==> src/rtl/quad_pkg.sv <==
// Shared definitions for the multi-channel quadrature decoder: register offsets,
// STATUS bit positions and the step classification used by each channel.
package quad_pkg;

    localparam logic [1:0] REG_COUNT       = 2'd0;
    localparam logic [1:0] REG_STATUS      = 2'd1;
    localparam logic [1:0] REG_INDEX_LATCH = 2'd2;
    localparam logic [1:0] REG_PRESCALER   = 2'd3;

    localparam int STATUS_ERR_BIT = 0;
    localparam int STATUS_IDX_BIT = 1;

    typedef enum logic [1:0] {
        STEP_NONE = 2'd0,
        STEP_INC  = 2'd1,
        STEP_DEC  = 2'd2,
        STEP_ERR  = 2'd3
    } stepT;

    // Forward order of {A,B} is 00 -> 10 -> 11 -> 01 -> 00; a two-bit jump is illegal.
    function automatic stepT decodeStep(input logic [1:0] oldState, input logic [1:0] newState);
        stepT result;
        case ({oldState, newState})
            4'b0010, 4'b1011, 4'b1101, 4'b0100: result = STEP_INC;
            4'b0001, 4'b0111, 4'b1110, 4'b1000: result = STEP_DEC;
            4'b0011, 4'b1100, 4'b0110, 4'b1001: result = STEP_ERR;
            default:                            result = STEP_NONE;
        endcase
        return result;
    endfunction

endpackage

==> src/rtl/quad_channel.sv <==
// One encoder channel: pin synchroniser, 2-tick debounce, step decode, position
// counter and sticky status. Index support is compiled in with QUAD_INDEX_EN.
module quad_channel
    import quad_pkg::*;
#(
    parameter int pCOUNT_BITS = 16
) (
    input  logic                   iCLK,
    input  logic                   iRESET,
    input  logic                   iTICK,
    input  logic                   iENC_A,
    input  logic                   iENC_B,
`ifdef QUAD_INDEX_EN
    input  logic                   iENC_IDX,
`endif
    input  logic                   iCOUNT_WR,
    input  logic [pCOUNT_BITS-1:0] iCOUNT_DATA,
    input  logic [1:0]             iSTATUS_CLR,
    output logic [pCOUNT_BITS-1:0] oCOUNT,
    output logic [1:0]             oSTATUS,
    output logic [pCOUNT_BITS-1:0] oINDEX_LATCH
);

    logic [1:0]             rSync1;
    logic [1:0]             rSync2;
    logic [1:0]             rSamp;
    logic [1:0]             rAcc;
    logic [1:0]             rPrev;
    logic                   rSampValid;
    logic                   rAccStb;
    logic                   rPrimed;
    logic                   rErr;
    logic [pCOUNT_BITS-1:0] rCount;
    logic [pCOUNT_BITS-1:0] wCountNext;
    logic                   wIdxRise;
    logic                   wIdxSeen;
    stepT                   wStep;

    // Two-flop synchroniser on the A/B pins.
    always_ff @(posedge iCLK or posedge iRESET) begin
        if (iRESET) begin
            rSync1 <= 2'b00;
            rSync2 <= 2'b00;
        end else begin
            rSync1 <= {iENC_A, iENC_B};
            rSync2 <= rSync1;
        end
    end

    // Debounce: accept only when two consecutive tick samples agree; the
    // first sample after reset is never a valid comparison partner.
    always_ff @(posedge iCLK or posedge iRESET) begin
        if (iRESET) begin
            rSamp      <= 2'b00;
            rSampValid <= 1'b0;
            rAcc       <= 2'b00;
            rAccStb    <= 1'b0;
        end else begin
            rAccStb <= iTICK && rSampValid && (rSync2 == rSamp);
            if (iTICK) begin
                rSamp      <= rSync2;
                rSampValid <= 1'b1;
                if (rSampValid && (rSync2 == rSamp)) begin
                    rAcc <= rSync2;
                end
            end
        end
    end

`ifdef QUAD_INDEX_EN
    logic [1:0]             rIdxSync;
    logic                   rIdxSamp;
    logic                   rIdxAcc;
    logic                   rIdxPrev;
    logic                   rIdxSeen;
    logic [pCOUNT_BITS-1:0] rIdxLatch;

    // Index pin path mirrors A/B: synchronise, debounce, then edge-detect.
    always_ff @(posedge iCLK or posedge iRESET) begin
        if (iRESET) begin
            rIdxSync <= 2'b00;
            rIdxSamp <= 1'b0;
            rIdxAcc  <= 1'b0;
            rIdxPrev <= 1'b0;
        end else begin
            rIdxSync <= {rIdxSync[0], iENC_IDX};
            rIdxPrev <= rIdxAcc;
            if (iTICK) begin
                rIdxSamp <= rIdxSync[1];
                if (rSampValid && (rIdxSync[1] == rIdxSamp)) begin
                    rIdxAcc <= rIdxSync[1];
                end
            end
        end
    end

    assign wIdxRise = rIdxAcc & ~rIdxPrev;

    // Index latch and sticky IDX_SEEN; a fresh index beats a same-cycle clear.
    always_ff @(posedge iCLK or posedge iRESET) begin
        if (iRESET) begin
            rIdxLatch <= '0;
            rIdxSeen  <= 1'b0;
        end else begin
            if (wIdxRise) begin
                rIdxLatch <= rCount;
            end
            if (wIdxRise) begin
                rIdxSeen <= 1'b1;
            end else if (iSTATUS_CLR[STATUS_IDX_BIT]) begin
                rIdxSeen <= 1'b0;
            end
        end
    end

    assign wIdxSeen     = rIdxSeen;
    assign oINDEX_LATCH = rIdxLatch;
`else
    logic unusedIdxClr;
    assign unusedIdxClr = iSTATUS_CLR[STATUS_IDX_BIT];
    assign wIdxRise     = 1'b0;
    assign wIdxSeen     = 1'b0;
    assign oINDEX_LATCH = '0;
`endif

    // Classify the accepted-state change; nothing is counted until primed.
    always_comb begin
        wStep = STEP_NONE;
        if (rAccStb && rPrimed) begin
            wStep = decodeStep(rPrev, rAcc);
        end else begin
            wStep = STEP_NONE;
        end
    end

    // Counter priority: bus write, then index clear, then decoded step.
    always_comb begin
        wCountNext = rCount;
        if (iCOUNT_WR) begin
            wCountNext = iCOUNT_DATA;
        end else if (wIdxRise) begin
            wCountNext = '0;
        end else begin
            case (wStep)
                STEP_INC: wCountNext = rCount + pCOUNT_BITS'(1);
                STEP_DEC: wCountNext = rCount - pCOUNT_BITS'(1);
                default:  wCountNext = rCount;
            endcase
        end
    end

    // Counter, previous-state tracking and sticky ERR.
    always_ff @(posedge iCLK or posedge iRESET) begin
        if (iRESET) begin
            rCount  <= '0;
            rPrev   <= 2'b00;
            rPrimed <= 1'b0;
            rErr    <= 1'b0;
        end else begin
            rCount <= wCountNext;
            if (rAccStb) begin
                rPrev   <= rAcc;
                rPrimed <= 1'b1;
            end
            if (wStep == STEP_ERR) begin
                rErr <= 1'b1;
            end else if (iSTATUS_CLR[STATUS_ERR_BIT]) begin
                rErr <= 1'b0;
            end
        end
    end

    assign oCOUNT                  = rCount;
    assign oSTATUS[STATUS_ERR_BIT] = rErr;
    assign oSTATUS[STATUS_IDX_BIT] = wIdxSeen;

endmodule

==> src/rtl/quad_decoder_multi.sv <==
// Multi-channel quadrature decoder: shared sample prescaler, register port with
// one-cycle read latency and error interrupt. Index support via QUAD_INDEX_EN.
module quad_decoder_multi
    import quad_pkg::*;
#(
    parameter int pCHANNELS   = 4,
    parameter int pCOUNT_BITS = 16,
    parameter int pPRESC_BITS = 8,
    parameter int pADDR_BITS  = 6
) (
    input  logic                  iCLK,
    input  logic                  iRESET,
    input  logic [pCHANNELS-1:0]  iENC_A,
    input  logic [pCHANNELS-1:0]  iENC_B,
`ifdef QUAD_INDEX_EN
    input  logic [pCHANNELS-1:0]  iENC_IDX,
`endif
    input  logic [pADDR_BITS-1:0] iADDRESS,
    input  logic                  iREAD,
    input  logic                  iWRITE,
    input  logic [31:0]           iWRITE_DATA,
    output logic [31:0]           oREAD_DATA,
    output logic                  oREAD_DATAVALID,
    output logic                  oIRQ
);

    localparam int CH_W = pADDR_BITS - 2;

    logic [pPRESC_BITS-1:0] rDiv;
    logic [pPRESC_BITS-1:0] rPrescCnt;
    logic                   wTick;
    logic                   wDivWr;
    logic [1:0]             wRegSel;
    logic [CH_W-1:0]        wChSel;
    logic [pCOUNT_BITS-1:0] wCount    [pCHANNELS];
    logic [pCOUNT_BITS-1:0] wIdxLatch [pCHANNELS];
    logic [1:0]             wStatus   [pCHANNELS];
    logic [pCHANNELS-1:0]   wErrVec;
    logic [31:0]            wRdMux;
    logic [31:0]            rReadData;
    logic                   rReadValid;
    logic                   rIrq;
    logic                   unusedWriteData;

    function automatic logic [31:0] signExt(input logic [pCOUNT_BITS-1:0] v);
        return 32'(signed'(v));
    endfunction

    assign wRegSel         = iADDRESS[1:0];
    assign wChSel          = iADDRESS[pADDR_BITS-1:2];
    assign wTick           = (rPrescCnt == rDiv);
    assign wDivWr          = iWRITE && (wChSel == {CH_W{1'b0}}) && (wRegSel == REG_PRESCALER);
    assign unusedWriteData = ^iWRITE_DATA;

    // Sample prescaler: counts 0..DIV, ticks on DIV; a DIV write restarts it.
    always_ff @(posedge iCLK or posedge iRESET) begin
        if (iRESET) begin
            rDiv      <= '0;
            rPrescCnt <= '0;
        end else if (wDivWr) begin
            rDiv      <= iWRITE_DATA[pPRESC_BITS-1:0];
            rPrescCnt <= '0;
        end else if (wTick) begin
            rPrescCnt <= '0;
        end else begin
            rPrescCnt <= rPrescCnt + pPRESC_BITS'(1);
        end
    end

    for (genvar g = 0; g < pCHANNELS; g++) begin : gCh
        logic wSel;
        assign wSel = (wChSel == CH_W'(g));

        quad_channel #(
            .pCOUNT_BITS (pCOUNT_BITS)
        ) uChannel (
            .iCLK         (iCLK),
            .iRESET       (iRESET),
            .iTICK        (wTick),
            .iENC_A       (iENC_A[g]),
            .iENC_B       (iENC_B[g]),
`ifdef QUAD_INDEX_EN
            .iENC_IDX     (iENC_IDX[g]),
`endif
            .iCOUNT_WR    (iWRITE && wSel && (wRegSel == REG_COUNT)),
            .iCOUNT_DATA  (iWRITE_DATA[pCOUNT_BITS-1:0]),
            .iSTATUS_CLR  ((iWRITE && wSel && (wRegSel == REG_STATUS)) ? iWRITE_DATA[1:0] : 2'b00),
            .oCOUNT       (wCount[g]),
            .oSTATUS      (wStatus[g]),
            .oINDEX_LATCH (wIdxLatch[g])
        );

        assign wErrVec[g] = wStatus[g][STATUS_ERR_BIT];
    end

    // Read mux; channel numbers beyond pCHANNELS match nothing and read 0.
    always_comb begin
        wRdMux = 32'd0;
        for (int c = 0; c < pCHANNELS; c++) begin
            if (wChSel == CH_W'(c)) begin
                case (wRegSel)
                    REG_COUNT:       wRdMux = signExt(wCount[c]);
                    REG_STATUS:      wRdMux = {30'd0, wStatus[c]};
                    REG_INDEX_LATCH: wRdMux = signExt(wIdxLatch[c]);
                    REG_PRESCALER:   wRdMux = (c == 0) ? 32'(rDiv) : 32'd0;
                    default:         wRdMux = 32'd0;
                endcase
            end else begin
                wRdMux = wRdMux;
            end
        end
    end

    // Registered read port and interrupt.
    always_ff @(posedge iCLK or posedge iRESET) begin
        if (iRESET) begin
            rReadData  <= 32'd0;
            rReadValid <= 1'b0;
            rIrq       <= 1'b0;
        end else begin
            rReadValid <= iREAD;
            rIrq       <= |wErrVec;
            if (iREAD) begin
                rReadData <= wRdMux;
            end
        end
    end

    assign oREAD_DATA      = rReadData;
    assign oREAD_DATAVALID = rReadValid;
    assign oIRQ            = rIrq;

endmodule

==> config.mk <==
export PLATFORM = sky130hd
export DESIGN_NAME = quad_decoder_multi
export DESIGN_NICKNAME = d
export VERILOG_FILES = /design/src/rtl/quad_pkg.sv /design/src/rtl/quad_channel.sv /design/src/rtl/quad_decoder_multi.sv
export SDC_FILE = /design/constraint.sdc
export NUM_CORES = 1
export LEC_CHECK = 0
export BUFFER_PORTS_ARGS = -buffer_cell sky130_fd_sc_hd__buf_2
export CORE_UTILIZATION = 49
export CTS_CLUSTER_DIAMETER = 120
export DETAILED_ROUTE_END_ITERATION = 12
export PLACE_DENSITY = 0.63
export RECOVER_POWER = 100
export SLEW_MARGIN = 20
export SYNTH_ARGS = -nofsm -noshare
export SYNTH_HDL_FRONTEND = slang
export SYNTH_SLANG_ARGS = --single-unit
==> constraint.sdc <==
create_clock -name iCLK -period 6.23 [get_ports iCLK]
set_clock_uncertainty 0.15 [all_clocks]
set_input_delay 0.3115 -clock iCLK [delete_from_list [all_inputs] [get_ports iCLK]]
set_output_delay 0.3115 -clock iCLK [all_outputs]
set_load 0.1 [all_outputs]
==> run metrics <==
outcome=finished, violations left; FF-to-FF End=gCh[0].uChannel.oCOUNT[11]; I/O Pins=84; Placed Area=0.0115 mm^2; post-synth top area cell=dfrtp_1; total CTS buffers=17; Setup WS pre-CTS=2020 ps; Worst R2R Setup Slack=1290 ps; DR vias=10200; Core ar.=0.0226 mm^2; port bufs=67; GRT Util Overall=0.273; Worst setup endpoint=gCh[0].uChannel.oCOUNT[11]; worst hold slack=62.2 ps; max_cap viols=2; Final Util=0.533; Final HPWL DP=21200 um; min-delay worst type=input pin to register; Critical Path AT=5150 ps; Mapped Area=0.0113 mm^2; Final Power=4.61 mW; post-CTS sizing=0; Post-Syn Nets=1422; Worst Path Max Fanout=40; R2R cell count=12; TritonCTS clock tree=yes; Chip Width=154 um; DIE AREA=0.0237 mm^2; TritonRoute pass-1 iters=6; largest net degree at the start of global routing=88; most common cell in the synthesized netlist=dfrtp_1; vias per cell=6.27; Detail Route Antenna Nets=0; Netlist cell types=87; Clock Tree Buf Depth=2; static leakage=4.61 nW; Critical Path Sink Type=register; Area contributors post-synth=dfrtp_1, a21oi_1, nor2_1, o21ai_0, xnor2_1; sequential fraction of the synthesis area=0.334; Worst VDD drop=0.000189 V; final instance area=0.0121 mm^2; RSZ-0062 raised after global routing=no; Starting Density=0.500; Worst Hold Launch=iWRITE_DATA[12]; yosys warns=0; vias in the first global route=9306; row cnt=55; # clock sinks=151; global-route wire length before repair=50800 um; Post-CTS Setup Bufs=0; Pwr Density=382 mW/mm^2; Yosys reg bits=151; fmax=0.202 GHz; time the worst path needs with I/O delays and setup=4940 ps; Setup CP Type=register to register; Least-Margin Pin Slew=3770 ps; worst setup path start=gCh[0].uChannel.rAcc[0]; final period utilization=0.793; CP required=6440 ps; Routed Wire Length=31300 um; average wire per standard cell=19.2 um; EDFF count, synth=0; Post-Syn Area per Cell=8.36 um^2; failing checks=max-capacitance violations, max-slew violations; Async SR Flop Fraction=1.00; fin nets=1395; share of the synthesized area in the top cell type=0.334; Placer Congestion=0.889; Worst setup SP type=register; Setup WS post-layout=1290 ps; Primary FF master, synth=dfrtp_1; Die Ht=154 um; fraction of layout cells with a size suffix above 1=0.102; Worst-path clk slew=70 ps; Residual DRC=0; initial antenna violation count=2; Final TNS setup=0 ps; H-tree depth=4; DP Cell Count=1585; total congestion overflow=0; clock latency on the worst-skew pair=440 ps; final hold viol count=0; Commonest cells post-synth=dfrtp_1, nor2_1, a21oi_1; Worst R2R Start=gCh[0].uChannel.rAcc[0]; Setup-failing EPs final=0; relative slew slack=-1.52; Layout Area Growth over Synthesis=6.63%; non-filler instance count after layout=1627; DRT iter0 DRCs=777; Slew Limit Fails=129; Mapped Cells=1355; CTS Root Cell=clkbuf_16
==> cells in the final DEF, fill, tap and decap left out, types with 28 or more instances in the layout <==
cell type,synthesis,layout
dfrtp_1,151,151
nor2_1,127,129
a21oi_1,101,101
o21ai_0,92,95
nand2_1,72,72
xnor2_1,51,51
clkbuf_1,77,39
mux2_2,36,36
xor2_1,33,33
or3_1,32,32
nor3_1,32,32
buf_2,25,31
inv_1,31,30
nand3_1,28,28
==> critical path: stages, from the launching register on <==
cell and delay, ps:
dfrtp_1 470, nor2b_1 210, a21oi_1 60, a211oi_1 420
ha_1 260, clkbuf_1 1140, or4b_1 520, o22a_1 200
o22ai_1 520, a21o_1 190, a211oi_1 80, or4_1 480
a31oi_1 160
==> worst min-delay path by stage <==
stage | slack [ps] | end | cells past startpoint
finish | 60 | gCh[3].uChannel.oCOUNT[12] | 3
global route | 80 | gCh[3].uChannel.oCOUNT[15] | 2
detailed placement | 180 | gCh[1].uChannel.rSync2[1] | 0
global placement | 180 | gCh[3].uChannel.rSync2[1] | 0
floorplan | 180 | gCh[0].uChannel.rSync2[0] | 0
CTS | 40 | gCh[3].uChannel.oCOUNT[12] | 3
==> cell type report <==
class                   count  area (um^2)
diodes                      2         5.00
clock buffers              17          425
clock inverters            14          156
flip-flops and latches    151         3780
multi-input cells        1040         6790
well taps                 285          357
inverters                  32          121
fillers                  2108        10600
repair buffers             86          444
==> layer usage <==
| layer | track usage | part of all wire |
|---|---|---|
| met2 | 0.416 | 0.44 |
| met1 | 0.380 | 0.46 |
| met4 | 0.117 | 0.034 |
| met5 | 0 | 0 |
| met3 | 0.0493 | 0.066 |
==> state kept, by name, summed over array words and instances, names as in the netlist <==
register and flops:
gCh.uChannel.oCOUNT 64, gCh.uChannel.rAcc 8, gCh.uChannel.rAccStb 4, gCh.uChannel.rErr 4, gCh.uChannel.rPrev 8, gCh.uChannel.rPrimed 4
gCh.uChannel.rSamp 8, gCh.uChannel.rSampValid 1, gCh.uChannel.rSync1 8, gCh.uChannel.rSync2 8, oIRQ 1, oREAD_DATA 16
oREAD_DATAVALID 1, rDiv 8, rPrescCnt 8
==> repair_timing <==
| item | CTS | global route |
|---|---|---|
| setup endpoints to repair | 0 | 0 |
| hold buffers | 9 | 0 |
| hold endpoints to repair | 94 | 0 |
==> power breakdown <==
part,switching (mW),total (mW),leakage (nW),internal [mW]
Clock,0.476,1.04,0.280,0.567
Sequential,0.667,1.93,1.75,1.27
Combinational,0.883,1.64,2.58,0.754
==> kinds of logic after synthesis <==
family / Yosys count / synth area share
xor+xnor: 84 / 0.0650
fa+ha+maj: 17 / 0.0188
mux: 49 / 0.0484
flops: 151 / 0.334
buf+inv: 164 / 0.0629
simple gates: 472 / 0.223
compound gates: 418 / 0.248
No activity file was read; power rests on OpenSTA's default activity.
